`config.mk`:
```
export PLATFORM = sky130hd
export DESIGN_NAME = sine_sweep_ctrl
export DESIGN_NICKNAME = d
export VERILOG_FILES = /design/src/rtl/sine_sweep_ctrl.sv
export SDC_FILE = /design/constraint.sdc
export NUM_CORES = 1
export LEC_CHECK = 0
export BUFFER_PORTS_ARGS = -buffer_cell sky130_fd_sc_hd__buf_2
export CORE_MARGIN = 10
export CORE_UTILIZATION = 59
export CTS_BUF_LIST = sky130_fd_sc_hd__clkbuf_8
export DETAILED_ROUTE_END_ITERATION = 8
export PLACE_DENSITY = 0.82
export REMOVE_ABC_BUFFERS = 1
export SYNTH_ARGS = -nofsm -noshare
export SYNTH_HDL_FRONTEND = slang
export SYNTH_SLANG_ARGS = --single-unit
export TNS_END_PERCENT = 30
```
`constraint.sdc`:
```
create_clock -name clk -period 4.8 [get_ports clk]
set_input_delay 0.96 -clock clk [delete_from_list [all_inputs] [get_ports clk]]
set_output_delay 0.96 -clock clk [all_outputs]
set_load 0.02 [all_outputs]
```
`src/rtl/sine_sweep_ctrl.sv`:
```
// sine_sweep_ctrl: frequency-sweep sequencer driving delta_a/delta_b of a dual phase-accumulator sine pair
//
// Ports:
//   clk          system clock, rising edge
//   rst          asynchronous reset, active low
//   start        sweep request, sampled only in IDLE
//   abort        cancel sweep, effective while sweeping
//   delta_start  first delta_a value
//   delta_stop   inclusive upper bound for delta_a
//   delta_step   increment per step
//   dwell        cycles each value is held (0 behaves as 1)
//   offset       delta_b = delta_a + offset (mod 2^DW)
//   delta_a      registered increment to generator A
//   delta_b      registered increment to generator B
//   busy         high while sweeping
//   done         one-cycle pulse at normal completion
//   step_strobe  one-cycle pulse on each delta_a update after the first
//
// Optional feature: define SWEEP_BIDIR_EN to sweep back down to the start
// value after the peak (state RUN_DN) before signalling done.
module sine_sweep_ctrl #(
  parameter int DW = 12,
  parameter int CW = 16
) (
  input  logic          clk,
  input  logic          rst,
  input  logic          start,
  input  logic          abort,
  input  logic [DW-1:0] delta_start,
  input  logic [DW-1:0] delta_stop,
  input  logic [DW-1:0] delta_step,
  input  logic [CW-1:0] dwell,
  input  logic [DW-1:0] offset,
  output logic [DW-1:0] delta_a,
  output logic [DW-1:0] delta_b,
  output logic          busy,
  output logic          done,
  output logic          step_strobe
);
  typedef enum logic [1:0] {
    IDLE,
    RUN,
    DONE
`ifdef SWEEP_BIDIR_EN
    , RUN_DN
`endif
  } state_t;
  state_t state, state_n;
  logic [DW-1:0] start_lat, stop_lat, step_lat, off_lat;
  logic [CW-1:0] hold_lat, cnt, cnt_n, dm1;
  logic [DW-1:0] a_n, b_n;
  logic [DW:0] nxt;
  logic busy_n, ld, active, tick, abt, up_ok, dn_ok, rdn, go_up, go_dn, fin;
  logic [DW-1:0] dn;
  // Extra bit keeps the up-step comparison free of wraparound.
  assign nxt = {1'b0, delta_a} + {1'b0, step_lat};
  assign dn = delta_a - step_lat;
  assign dm1 = (dwell == '0) ? '0 : dwell - CW'(1);
  assign ld = (state == IDLE) && start;
  assign tick = (cnt == '0);
  assign up_ok = (step_lat != '0) && (nxt <= {1'b0, stop_lat});
`ifdef SWEEP_BIDIR_EN
  logic [DW:0] floor_v;
  assign floor_v = {1'b0, start_lat} + {1'b0, step_lat};
  assign rdn = (state == RUN_DN);
  // Going down is allowed only while the result stays at or above start.
  assign dn_ok = (step_lat != '0) && ({1'b0, delta_a} >= floor_v);
`else
  assign rdn = 1'b0;
  assign dn_ok = 1'b0;
`endif
  assign active = (state == RUN) || rdn;
  assign abt = active && abort;
  assign go_up = (state == RUN) && !abort && tick && up_ok;
  // The turnaround from up to down happens on the same edge, so the peak is not repeated.
  assign go_dn = active && !abort && tick && dn_ok && (rdn || !up_ok);
  assign fin = active && !abort && tick && !go_up && !go_dn;
  always_comb begin
    state_n = state;
    if (ld) state_n = RUN;
    else if (abt) state_n = IDLE;
    else if (fin) state_n = DONE;
`ifdef SWEEP_BIDIR_EN
    else if (go_dn) state_n = RUN_DN;
`endif
    else if (state == DONE) state_n = IDLE;
  end
  always_comb begin
    a_n = ld ? delta_start : abt ? '0 : go_up ? nxt[DW-1:0] : go_dn ? dn : delta_a;
    b_n = ld ? delta_start + offset : abt ? '0 : go_up ? nxt[DW-1:0] + off_lat : go_dn ? dn + off_lat : delta_b;
    cnt_n = ld ? dm1 : (go_up || go_dn) ? hold_lat : (active && !tick) ? cnt - CW'(1) : cnt;
    busy_n = ld || (busy && !abt && !fin);
  end
  always_ff @(posedge clk or negedge rst) begin
    if (!rst) begin
      state <= IDLE;
      delta_a <= '0;
      delta_b <= '0;
      busy <= 1'b0;
      done <= 1'b0;
      step_strobe <= 1'b0;
      cnt <= '0;
      start_lat <= '0;
      stop_lat <= '0;
      step_lat <= '0;
      off_lat <= '0;
      hold_lat <= '0;
    end else begin
      state <= state_n;
      delta_a <= a_n;
      delta_b <= b_n;
      busy <= busy_n;
      done <= fin;
      step_strobe <= go_up || go_dn;
      cnt <= cnt_n;
      if (ld) begin
        start_lat <= delta_start;
        stop_lat <= delta_stop;
        step_lat <= delta_step;
        off_lat <= offset;
        hold_lat <= dm1;
      end
    end
  end
endmodule

```
==> Yosys cells after proc, flatten, opt, wreduce, memory -nomap -nowiden <==
Cells that the tools add are included.
{ "word_totals": {"ff_bits": 97, "latch_bits": 0, "ram_bits": 0, "mem_bits_ro": 0, "in_bits": 68, "out_inout_bits": 27, "elab_cells": 56, "mem_count": 0} }
{ "classes": {"add_sub_neg": 5, "multipliers": 0, "n_div": 0, "magnitude_cmp": 1, "eq_ne": 2, "shift": 0, "muxes": 14, "n_bitwise": 0, "n_reduce_logical": 23} }
{ "ops": {"columns": ["operator", "n"], "rows": [
  ["12-bit 2-to-1 mux", 6],
  ["16-bit 2-to-1 mux", 4],
  ["16-bit zero test", 2],
  ["16-bit by 1-bit subtractor with 16-bit output, second input constant", 2],
  ["12-bit adder", 2],
  ["12-bit by 12-bit adder with 13-bit output", 1],
  ["13-bit by 12-bit less-or-equal comparator with 1-bit output", 1],
  ["12-bit nonzero test", 1],
  ["1-bit logical AND", 10],
  ["2-bit 2-to-1 mux", 4],
  ["3-bit nonzero test", 2],
  ["1-bit zero test", 5],
  ["4-bit nonzero test", 1],
  ["2-bit by 1-bit == test with 1-bit output, second input constant", 1],
  ["2-bit == test, second input constant", 1],
  ["2-bit zero test", 1],
  ["1-bit logical OR", 1]
]} }

==> Depth between registers and ports, before layout <==
Gate-level depths: netlist of the first run.
{ "depth": {"depth_word": 9, "mapped_depth": 20, "ltp_nobuf": 18} }

==> Worst setup path after synthesis of the first run <==
OpenSTA, ideal clock, no wires.
{ "synth_timing": {"path_kind": "reg-to-reg", "start": "register delta_a[0]", "end": "register delta_a[10]", "setup_ps": 121, "arrival_ps": 3615, "required_ps": 4679, "path_slack_ps": 1064, "path_stages_with_launch": 19, "synth_period_minus_slack_ps": 3736, "path_cell_list": "dfrtp_1 -> ha_1 -> inv_1 -> fa_1 -> nor2b_1 -> o2111ai_1 -> nand3_1 -> a31o_2 -> a21oi_1 -> xnor2_1 -> ha_1 -> a21o_1 -> a21oi_1 -> nand2_1 -> o21ai_0 -> nand4_2 -> clkinv_1 -> mux2_2 -> a22o_1"} }
{ "synth_via": {"elab_chain_len": 5} }
{ "synth_lines": {"columns": ["element", "line_no", "rtl"], "rows": [
  ["start: declaration", "34", "output logic [DW-1:0] delta_a,"],
  ["start signal: assignment", "110", "delta_a <= a_n;"],
  ["12-bit by 12-bit adder with 13-bit output", "56", "assign nxt = {1'b0, delta_a} + {1'b0, step_lat};"],
  ["13-bit by 12-bit less-or-equal comparator with 1-bit output", "61", "assign up_ok = (step_lat != '0) && (nxt <= {1'b0, stop_lat});"],
  ["1-bit logical AND", "61", null],
  ["1-bit logical AND", "74", "assign go_up = (state == RUN) && !abort && tick && up_ok;"],
  ["net go_up", "53", "logic busy_n, ld, active, tick, abt, up_ok, dn_ok, rdn, go_up, go_dn, fin;"],
  ["3-bit nonzero test (no source line)", null, null]
]} }
The timed path passes the listed nets, and every way through them passes these cells. The select of a mux whose other input is x is not followed.
A chain may end at the register's enable or synchronous reset.

==> Worst setup path in the final report of the first run <==
{ "layout_timing": {"start": "register delta_a[0]", "end": "register cnt[1]"} }
{ "layout_via": {"elab_chain_len": 6} }
{ "layout_lines": {"columns": ["element", "line_no", "rtl"], "rows": [
  ["12-bit by 12-bit adder with 13-bit output *", "56", null],
  ["13-bit by 12-bit less-or-equal comparator with 1-bit output *", "61", null],
  ["1-bit logical AND *", "61", null],
  ["1-bit logical AND *", "74", null],
  ["16-bit 2-to-1 mux (2 in a row)", "91", "cnt_n = ld ? dm1 : (go_up || go_dn) ? hold_lat : (active && !tick) ? cnt - CW'(1) : cnt;"],
  ["end signal: assignment", "115", "cnt <= cnt_n;"],
  ["end: declaration", "50", "logic [CW-1:0] hold_lat, cnt, cnt_n, dm1;"]
]} }
Mark *: on every way between the ends. The rest lies on a longest branch, timed or not.

==> results.txt, run 1 <==
Most common cell after layout, fill and taps aside - nand2_1
Fin crit share - 0.8976
GRT Util Overall - 0.2257
Hold Path Class - reg2reg
Max-cap viol count - 0
PwrDens - 512.7 nW/um^2
I/O pin cnt - 95
DR WL met2 - 8042 um
Hold Path Stages - 2
CP max FO - 27
Routed WL - 17,000 um
Remaining Overflow, GRT - 0
Hold_buf cts - 0
Status - finished clean
Place WS - 0.2132 ns
Dominant synthesized flop cell - dfrtp_1
Nets - 959
Clk_lat worst skew - 0.38 ns
R2r startpoint - delta_a[0]
Routability cong. - 0.9385
Final WS setup - 0.4915 ns
Die ar. - 15,310 um^2
Diode count - 0
Post-DR vias/cell - 5.998
CTS tree - done
Largest net degree at the start of global routing - 66
Reg clk slew, reported paths - 0.10 ns
FMAX - 232.1 MHz
Arr. time, crit path - 4.59 ns
Cell Chain, Critical Path - ha_1 > inv_1 > fa_1 > nor2b_1 > o2111ai_1 > nand2_1 > nor2_1 > xnor2_1 > ha_1 > a2111oi_0 > a211oi_1 > o31a_1 > o21ai_0 > nand4_2 > buf_4 > nand2_2 > o21ai_0 > o22a_1
Beginning of the worst hold path - hold_lat[5]
Hpwl dp - 13,000 um
Number of buffers inserted by port buffering - 94
Average size of a mapped cell - 8.463 um^2
Slowest cell on crit path - a2111oi_0
Number of global-route vias before repair - 5,839
Crit-path leading delay family - compound AO/OA/AOI/OAI gates
Htree depth - 3
Layout cells sized above 1 - 0.1586
Cells after Synth - 750
Setup TNS - 0 ns
Finished Core Util - 0.6892
Worst-Margin Slew - 0.8350 ns
Sequential share of the synthesized area - 0.3824
Met1 Wirelength - 7252 um
R2R Path End - cnt[1]
LEAKAGE - 3.520 nW
Fin. max-slew vios - 0
First-pass DRT Iterations - 5
Commonest cells after routing, fill and taps aside - 141 x nand2_1, 97 x dfrtp_1, 93 x buf_2
Critical Path RT - 5.08 ns
Chip height - 123.7 um
Worst r2r path cells - 18
Hold endpoint - hold_lat[5]
CTS buffer count - 9
Final hold vios - 0
Fin Hold WS - 0.4780 ns
Top Layer Used - met4
P&R area growth vs syn - 13.11%
Yosys warnings - 0
First-pass GRT wire length - 28,070 um
Starting Density - 0.6094
Slew HR - 0.4434
Row count - 37
Clk_skew - 0.006551 ns
Area contributors post-synth - dfrtp_1 38%, ha_1 9.5%, nand2_1 8.5%
Final Setup Violations - 0
Maximum buffer depth of the clock tree - 2
Synth unique cells - 60
Root Driver - clkbuf_8
Worst setup SP type - register
Antenna violations before repair - 0
DRC viols - 0
Worst setup EP type - register
WL/cell - 17.33 um
Syn Std Cell Area - 6347 um^2
Number of synthesized flops with an enable pin - 0
Worst reg-to-reg setup slack - 0.49 ns
Metal3 WL - 1303 um
Width of the die - 123.7 um
Placeable Area - 10,420 um^2
Number of clock sinks - 97
Antenna-violating nets left - 0
Cell taking the most area after synthesis - dfrtp_1
Number of synthesized register bits - 97
WP buf/inv - 2
VDD IR max - 231.9 uV
Via Count - 5,884
Fin crit period - 4.309 ns
Fill cells - 842
RSZ-0062 raised after global routing - false
Critical path type - reg2reg
Ys async rst share - 1.000
Worst path max stage delay - 0.47 ns
Post-synth top area share - 0.3824
Iteration-0 DRC Markers - 491
==> layer usage <==
layer,up-vias,global-route usage
met1,2786,0.2916
li1,2816,-
met4,0,0.09243
met5,-,0
met3,35,0.05023
met2,247,0.3596
==> cell families after synthesis <==
logic type / count (synthesis) / share of synthesized area
AO/OA/AOI/OAI: 210 / 0.2058
XOR/XNOR: 44 / 0.06071
adder cells (fa/ha/maj): 51 / 0.1041
buffers and inverters: 64 / 0.04218
flip-flops: 97 / 0.3824
multiplexers: 3 / 0.005125
AND/OR/NAND/NOR: 281 / 0.1997
==> worst min-delay path: cells and delay by family (launching register included) <==
| family | cells | cell delay (ns) |
|---|---|---|
| flip-flops | 1 | 0.35 |
| AND/OR/NAND/NOR | 2 | 0.10 |
==> metrics by stage <==
stage                     power [mW]  instances  cell area, um^2
final                          3.681        981             7179
after global routing           3.964        981             7179
after CTS                      3.662        980             7167
after detailed placement       3.041        964             6942
after global placement         2.936        964             6942
after floorplan                2.540        724             6222
==> layout make-up <==
cell class | instances | area (um^2) | area share
clock inverter | 7 | 101.3 | 0.01412
inverter | 38 | 142.6 | 0.01987
multi-input combinational | 589 | 3659 | 0.5096
clock buffer | 9 | 123.9 | 0.01725
timing repair buffer | 105 | 555.5 | 0.07738
sequential | 97 | 2427 | 0.3381
tap | 136 | 170.2 | 0.02370
==> synthesized netlist by cell type, types with 4 or more instances <==
library cell / count
dfrtp_1: 97
xnor2_1: 31
clkbuf_1: 16
a211oi_1: 12
a21oi_1: 43
nand2b_1: 6
o21ai_0: 79
nand2_1: 143
inv_1: 37
a21o_1: 15
ha_1: 48
nor3_1: 15
buf_2: 4
nor2b_1: 7
nand3_1: 11
or3_1: 7
nor2_1: 63
o21a_1: 9
and3_1: 4
o22a_1: 9
a31oi_1: 9
nor4_1: 7
xor2_1: 13
==> state kept, by name (all words and copies together) (netlist names), 2 cells and up <==
| signal | flops |
|---|---|
| off_lat | 12 |
| stop_lat | 12 |
| delta_a | 12 |
| hold_lat | 16 |
| step_lat | 12 |
| state | 2 |
| cnt | 16 |
| delta_b | 12 |
==> power breakdown <==
part / leakage (nW) / internal [mW] / switching, mW
sequential: 1.20 / 1.01 / 0.167
clock: 0.106 / 0.298 / 0.314
combinational: 2.21 / 0.795 / 1.10
==> how the worst max path moves through the flow <==
stage / from / end / slack, ns / cells past startpoint
2_1_floorplan: delta_a[0] / delta_a[10] / 0.40 / 18
3_3_place_gp: delta_a[0] / cnt[3] / 0.61 / 19
3_5_place_dp: delta_a[0] / cnt[9] / 0.21 / 18
4_1_cts: delta_a[0] / cnt[9] / 0.18 / 18
5_1_grt: delta_a[0] / cnt[3] / 0.06 / 18
6_report: delta_a[0] / cnt[1] / 0.49 / 18
==> repair_timing <==
item | in CTS | in global routing
gates resized for setup | 0 | 2
buffers inserted | 0 | 1
setup endpoints to repair | 0 | 23
Note: power is estimated with default switching activity, not from simulation.
==> inputs of run 2 (changes only) <==
--- a/config.mk
+++ b/config.mk
@@ -5,7 +5,7 @@
 export SDC_FILE = /design/constraint.sdc
 export NUM_CORES = 1
 export LEC_CHECK = 0
-export BUFFER_PORTS_ARGS = -buffer_cell sky130_fd_sc_hd__buf_2
+export BUFFER_PORTS_ARGS = -buffer_cell sky130_fd_sc_hd__buf_4
 export CORE_MARGIN = 10
 export CORE_UTILIZATION = 59
 export CTS_BUF_LIST = sky130_fd_sc_hd__clkbuf_8
==> run 2 against run 1 <==
Against the previous run: worst setup slack got worse by 0.078 ns; flip-flop and latch count did not move; global-route usage rose by 0.21 points; highest routed layer unchanged; sequential power barely moved; sequential share of layout area fell by 0.88 points; clock-buffer cell count rose by 2; critical endpoint is now cnt[9].
==> results.txt, run 2 (synthesis gave the netlist of run 1 again) <==
Htree depth - 3 (unchanged)
Antenna-violating nets left - 0 (unchanged)
Beginning of the worst hold path - hold_lat[10]
Hpwl dp - 13,020 um (+0.16%)
Final hold vios - 0 (unchanged)
Number of buffers inserted by port buffering - 94 (unchanged)
Post-DR vias/cell - 6.011 (+0.22%)
Routability cong. - 0.9109 (-2.9%)
Routed WL - 17,240 um (+1.4%)
Diode count - 0 (unchanged)
Die ar. - 15,310 um^2 (unchanged)
Critical Path RT - 5.06 ns (-0.02 ns)
Worst setup EP type - register
Worst setup SP type - register
CP max FO - 26 (-3.7%)
VDD IR max - 286.1 uV (+23%)
Number of global-route vias before repair - 5,892 (+0.91%)
Layout cells sized above 1 - 0.1544 (-0.004186)
WL/cell - 17.63 um (+1.7%)
Via Count - 5,879 (-0.085%)
Largest regs - cnt: 16 flops, hold_lat: 16 flops
CTS tree - done
FMAX - 228.0 MHz (-1.8%)
R2R Path End - cnt[9]
Hold Path Class - reg2reg
Post-CTS Resized - 0 (unchanged)
Worst path max stage delay - 0.41 ns (-0.06 ns)
GRT Util Overall - 0.2278 (+0.002069)
Remaining Overflow, GRT - 0 (unchanged)
Reg clk slew, reported paths - 0.10 ns (about the same)
DRC viols - 0 (unchanged)
Fin crit period - 4.387 ns (+0.07819 ns)
Arr. time, crit path - 4.65 ns (+0.06 ns)
Fin. max-slew vios - 0 (unchanged)
Fin crit share - 0.9139 (+0.01629)
LEAKAGE - 3.580 nW (+1.7%)
Hold Path Stages - 1 (-1)
Max-cap viol count - 0 (unchanged)
Nets - 957 (-0.21%)
Largest net degree at the start of global routing - 70 (+6.1%)
RSZ-0062 raised after global routing - false
Critical path type - reg2reg
Iteration-0 DRC Markers - 415 (-15%)
Number of clock sinks - 97 (unchanged)
I/O pin cnt - 95 (unchanged)
Worst-Margin Slew - 0.9185 ns (+0.08357 ns)
Clk_skew - 0.01123 ns (+0.004677 ns)
Worst reg-to-reg setup slack - 0.41 ns (-0.08 ns)
Critical path startpoint - delta_a[0]
Cell Chain, Critical Path - ha_1 > inv_1 > fa_1 > nor2b_1 > o2111ai_1 > nand2_1 > nor2_1 > xnor2_1 > ha_1 > a2111oi_0 > a211oi_1 > o31a_1 > o21ai_0 > nand4_2 > buf_4 > nand2_2 > o21ai_0 > o22a_1
Slew HR - 0.3877 (-0.05571)
Worst r2r path cells - 18 (unchanged)
Width of the die - 123.7 um (unchanged)
R2r startpoint - delta_a[0]
Hold_buf cts - 0 (unchanged)
Fill cells - 841 (-0.12%)
Most common cell after layout, fill and taps aside - nand2_1
First-pass DRT Iterations - 5 (unchanged)
P&R area growth vs syn - 16.14%
First-pass GRT wire length - 28,440 um (+1.3%)
Status - finished clean
Setup TNS - 0 ns (unchanged)
Final Setup Violations - 0 (unchanged)
Placeable Area - 10,420 um^2 (unchanged)
CTS buffer count - 9 (unchanged)
Antenna violations before repair - 0 (unchanged)
Row count - 37 (unchanged)
Starting Density - 0.6094 (unchanged)
Buffer count from post-CTS setup fixing - 0 (unchanged)
PwrDens - 497.6 nW/um^2 (-2.9%)
Chip height - 123.7 um (unchanged)
Hold endpoint - hold_lat[10]
Clk_lat worst skew - 0.38 ns (about the same)
Maximum buffer depth of the clock tree - 2 (unchanged)
Root Driver - clkbuf_8
Slowest cell on crit path - fa_1
Commonest cells after routing, fill and taps aside - 142 x nand2_1, 103 x buf_4, 97 x dfrtp_1
Fin Hold WS - 0.4894 ns (+0.01142 ns)
==> run 2: cell types whose count changed in the layout (fill, tap and decap cells not counted), sizes merged <==
cell and delta:
bufinv -1, clkbuf +2, clkinvlp -1, inv -1, buf -2
==> run 2: worst max-delay path by stage <==
stage / end / cells after the start
final: cnt[9] / 18
after detailed placement: cnt[9] / 18
after floorplan: delta_a[10] / 18
after global placement: cnt[3] / 19
after global routing: delta_b[10] / 19
after CTS: cnt[9] / 18
==> run 2: area by class of cell <==
cell class,count,area [um^2],share of cell area
tap,136,170.2,0.02308
sequential,97,2427,0.3293
timing repair buffer,103,773.2,0.1049
clock buffer,11,151.4,0.02054
multi-input combinational,589,3656,0.4959
clock inverter,4,51.30,0.006959
inverter,38,142.6,0.01935
==> run 2: where the power goes <==
part / switching, mW / total, mW / leakage [nW] / internal, mW
Clock: 0.298 / 0.566 / 0.102 / 0.268
Sequential: 0.169 / 1.18 / 1.20 / 1.01
Combinational: 1.09 / 1.93 / 2.28 / 0.838
==> run 2: critical path, delay by kind of cell, from the launching register on <==
family          cells  cell delay, ns
simple gates        5            0.82
flops               1            0.40
buf+inv             2            0.36
compound gates      7            1.50
xor+xnor            1            0.24
fa+ha+maj           3            0.96
==> run 2: per-layer routing <==
metal  share of wire  wire (um)  track usage  vias to the layer above
met5               0          0            0                        -
met4           0.018        312      0.08443                        0
met3           0.061       1047      0.03982                       26
met2            0.48       8250       0.3728                      181
met1            0.44       7629       0.2961                     2861
li1                -          -            -                     2811
==> run 2: through the flow <==
step / power, mW / area, um^2 / utilization / setup WS, ns / std cells
final: 3.668 / 7372 / 0.7077 / 0.4133 / 978
after global routing: 3.944 / 7372 / 0.7077 / 0.06300 / 978
after CTS: 3.654 / 7370 / 0.7075 / 0.2672 / 978
after detailed placement: 3.082 / 7167 / 0.6880 / 0.2990 / 963
after global placement: 2.980 / 7167 / 0.6880 / 0.6700 / 963
after floorplan: 2.540 / 6222 / - / 0.3985 / 724
==> inputs of run 3 (changes only) <==
--- a/config.mk
+++ b/config.mk
@@ -6,11 +6,12 @@
 export NUM_CORES = 1
 export LEC_CHECK = 0
 export BUFFER_PORTS_ARGS = -buffer_cell sky130_fd_sc_hd__buf_4
-export CORE_MARGIN = 10
+export CORE_MARGIN = 4
 export CORE_UTILIZATION = 59
 export CTS_BUF_LIST = sky130_fd_sc_hd__clkbuf_8
 export DETAILED_ROUTE_END_ITERATION = 8
-export PLACE_DENSITY = 0.82
+export MAX_ROUTING_LAYER = met4
+export PLACE_DENSITY = 0.91
 export REMOVE_ABC_BUFFERS = 1
 export SYNTH_ARGS = -nofsm -noshare
 export SYNTH_HDL_FRONTEND = slang
==> run 3 against run 2 <==
Against the previous run: global-route usage is 5.5 points higher; routed wire length is 2.1% lower; clock-buffer cell count is 1 lower; register-to-register slack worse by 0.04 ns; first-iteration DRC count is 47% higher; core utilization is 0.24 points lower; clock skew is 0.00077 ns higher; maximum frequency is 0.81% lower; worst setup slack worse by 0.036 ns; largest power group unchanged.
==> results.txt, run 3 (synthesis gave the netlist of run 1 again) <==
Die ar. - 12,480 um^2 (-18%)
Routability cong. - 0.9594 (+5.3%)
Fin. max-slew vios - 0 (unchanged)
Hold Path Class - reg2reg
First-pass GRT wire length - 28,540 um (+0.34%)
Worst setup EP type - register
P&R area growth vs syn - 15.75%
Reg clk slew, reported paths - 0.09 ns (about the same)
Antenna-violating nets left - 0 (unchanged)
Number of global-route vias before repair - 5,957 (+1.1%)
Post-route cell area - 7347 um^2 (-0.34%)
Critical path type - reg2reg
First-pass DRT Iterations - 6 (+1)
CTS buffer count - 9 (unchanged)
R2r startpoint - step_lat[0]
Number of clock sinks - 97 (unchanged)
VDD IR max - 292.1 uV (+2.1%)
DRC viols - 0 (unchanged)
Worst setup SP type - register
Max-cap viol count - 0 (unchanged)
I/O pin cnt - 95 (unchanged)
FMAX - 226.1 MHz (-0.81%)
Post-DR vias/cell - 6.065 (+0.90%)
Largest net degree at the start of global routing - 55 (-21%)
Commonest cells after routing, fill and taps aside - 143 x nand2_1, 104 x buf_4, 97 x dfrtp_1
Maximum buffer depth of the clock tree - 2 (unchanged)
Clk_skew - 0.01199 ns (+0.0007662 ns)
Number of buffers inserted by port buffering - 94 (unchanged)
Worst-Margin Slew - 0.7209 ns (-0.1976 ns)
Root Driver - clkbuf_8
Fin crit period - 4.423 ns (+0.03583 ns)
WL/cell - 17.22 um (-2.3%)
Fin Hold WS - 0.4929 ns (+0.003481 ns)
Dpl cell area - 7174 um^2 (+0.10%)
Post-CTS Resized - 0 (unchanged)
Hpwl dp - 12,910 um (-0.84%)
Fin crit share - 0.9214 (+0.007465)
Slew HR - 0.5194 (+0.1317)
Hold Path Stages - 2 (+1)
Routed WL - 16,880 um (-2.1%)
Beginning of the worst hold path - hold_lat[1]
Htree depth - 3 (unchanged)
Diode count - 0 (unchanged)
Critical path startpoint - step_lat[0]
FF+latch area - 2427 um^2 (unchanged)
Final Setup Violations - 0 (unchanged)
Hold_buf cts - 0 (unchanged)
Final hold vios - 0 (unchanged)
Critical Path RT - 5.06 ns (about the same)
Multi-input logic area - 3654 um^2 (about the same)
RSZ-0062 raised after global routing - false
PwrDens - 493.7 nW/um^2 (-0.78%)
CTS tree - done
Buffer count from post-CTS setup fixing - 0 (unchanged)
Placeable Area - 10,420 um^2 (unchanged)
Status - finished clean
Iteration-0 DRC Markers - 611 (+47%)
Width of the die - 111.7 um (-9.7%)
Worst r2r path cells - 17 (-1)
Most common cell after layout, fill and taps aside - nand2_1
Remaining Overflow, GRT - 0 (unchanged)
Largest regs - cnt: 16 flops, hold_lat: 16 flops
Fill cells - 770 (-8.4%)
Arr. time, crit path - 4.68 ns (+0.03 ns)
Antenna violations before repair - 0 (unchanged)
Row count - 37 (unchanged)
Layout cells sized above 1 - 0.1540 (-0.0003659)
Chip height - 111.7 um (-9.7%)
GRT Util Overall - 0.2831 (+0.05526)
Clk_lat worst skew - 0.37 ns (about the same)
Setup TNS - 0 ns (unchanged)
Nets - 958 (+0.10%)
CP max FO - 16 (-38%)
Via Count - 5,944 (+1.1%)
LEAKAGE - 3.576 nW (-0.10%)
Starting Density - 0.6094 (unchanged)
[run 3: stage by stage]
step | total power [mW] | std cells | worst slack [ns] | utilization
global placement | 2.982 | 964 | 0.6327 | 0.6888
detailed placement | 3.101 | 964 | 0.4817 | 0.6888
global route | 3.904 | 980 | 0.09990 | 0.7053
finish | 3.627 | 980 | 0.3774 | 0.7053
floorplan | 2.540 | 724 | 0.3985 | -
CTS | 3.599 | 980 | 0.4512 | 0.7053
[run 3: critical path, cell delays in order, from the launching register on]
cell,delay [ns]
dfrtp_1,0.40
ha_1,0.20
inv_1,0.07
fa_1,0.41
nor2b_1,0.18
o2111ai_1,0.16
nand2_1,0.10
nor2_1,0.05
xnor2_1,0.25
ha_1,0.33
a2111oi_0,0.38
a211oi_1,0.12
o31a_1,0.15
o21ai_0,0.25
nand4_2,0.39
clkinv_1,0.32
mux2_2,0.37
a22o_1,0.20
[run 3: final cells by class]
| class | count | area share |
|---|---|---|
| clock buffer | 10 | 0.01873 |
| clock inverter | 6 | 0.004768 |
| inverter | 38 | 0.01941 |
| multi-input combinational | 589 | 0.4973 |
| sequential | 97 | 0.3304 |
| tap | 136 | 0.02316 |
| timing repair buffer | 104 | 0.1063 |
[run 3: worst paths after layout]
kind | end | slack, ns
min in group asynchronous | delta_b[5] | 0.62
max reg2reg | delta_a[9] | 0.38
min | hold_lat[1] | 0.49
max in group asynchronous | step_lat[8] | 3.15
min reg2reg | hold_lat[1] | 0.49
max | delta_a[9] | 0.38
[run 3: per-layer routing]
| metal | global-route usage | wire [um] |
|---|---|---|
| met5 | - | 0 |
| met4 | 0.1071 | 471 |
| met3 | 0.03587 | 1055 |
| met2 | 0.4640 | 8329 |
| met1 | 0.3597 | 7021 |
[run 3: report_power, final]
part / internal [mW] / switching, mW / total [mW]
Sequential: 1.01 / 0.174 / 1.18
Combinational: 0.841 / 1.11 / 1.95
Clock: 0.199 / 0.299 / 0.499
Total: 2.05 / 1.58 / 3.63
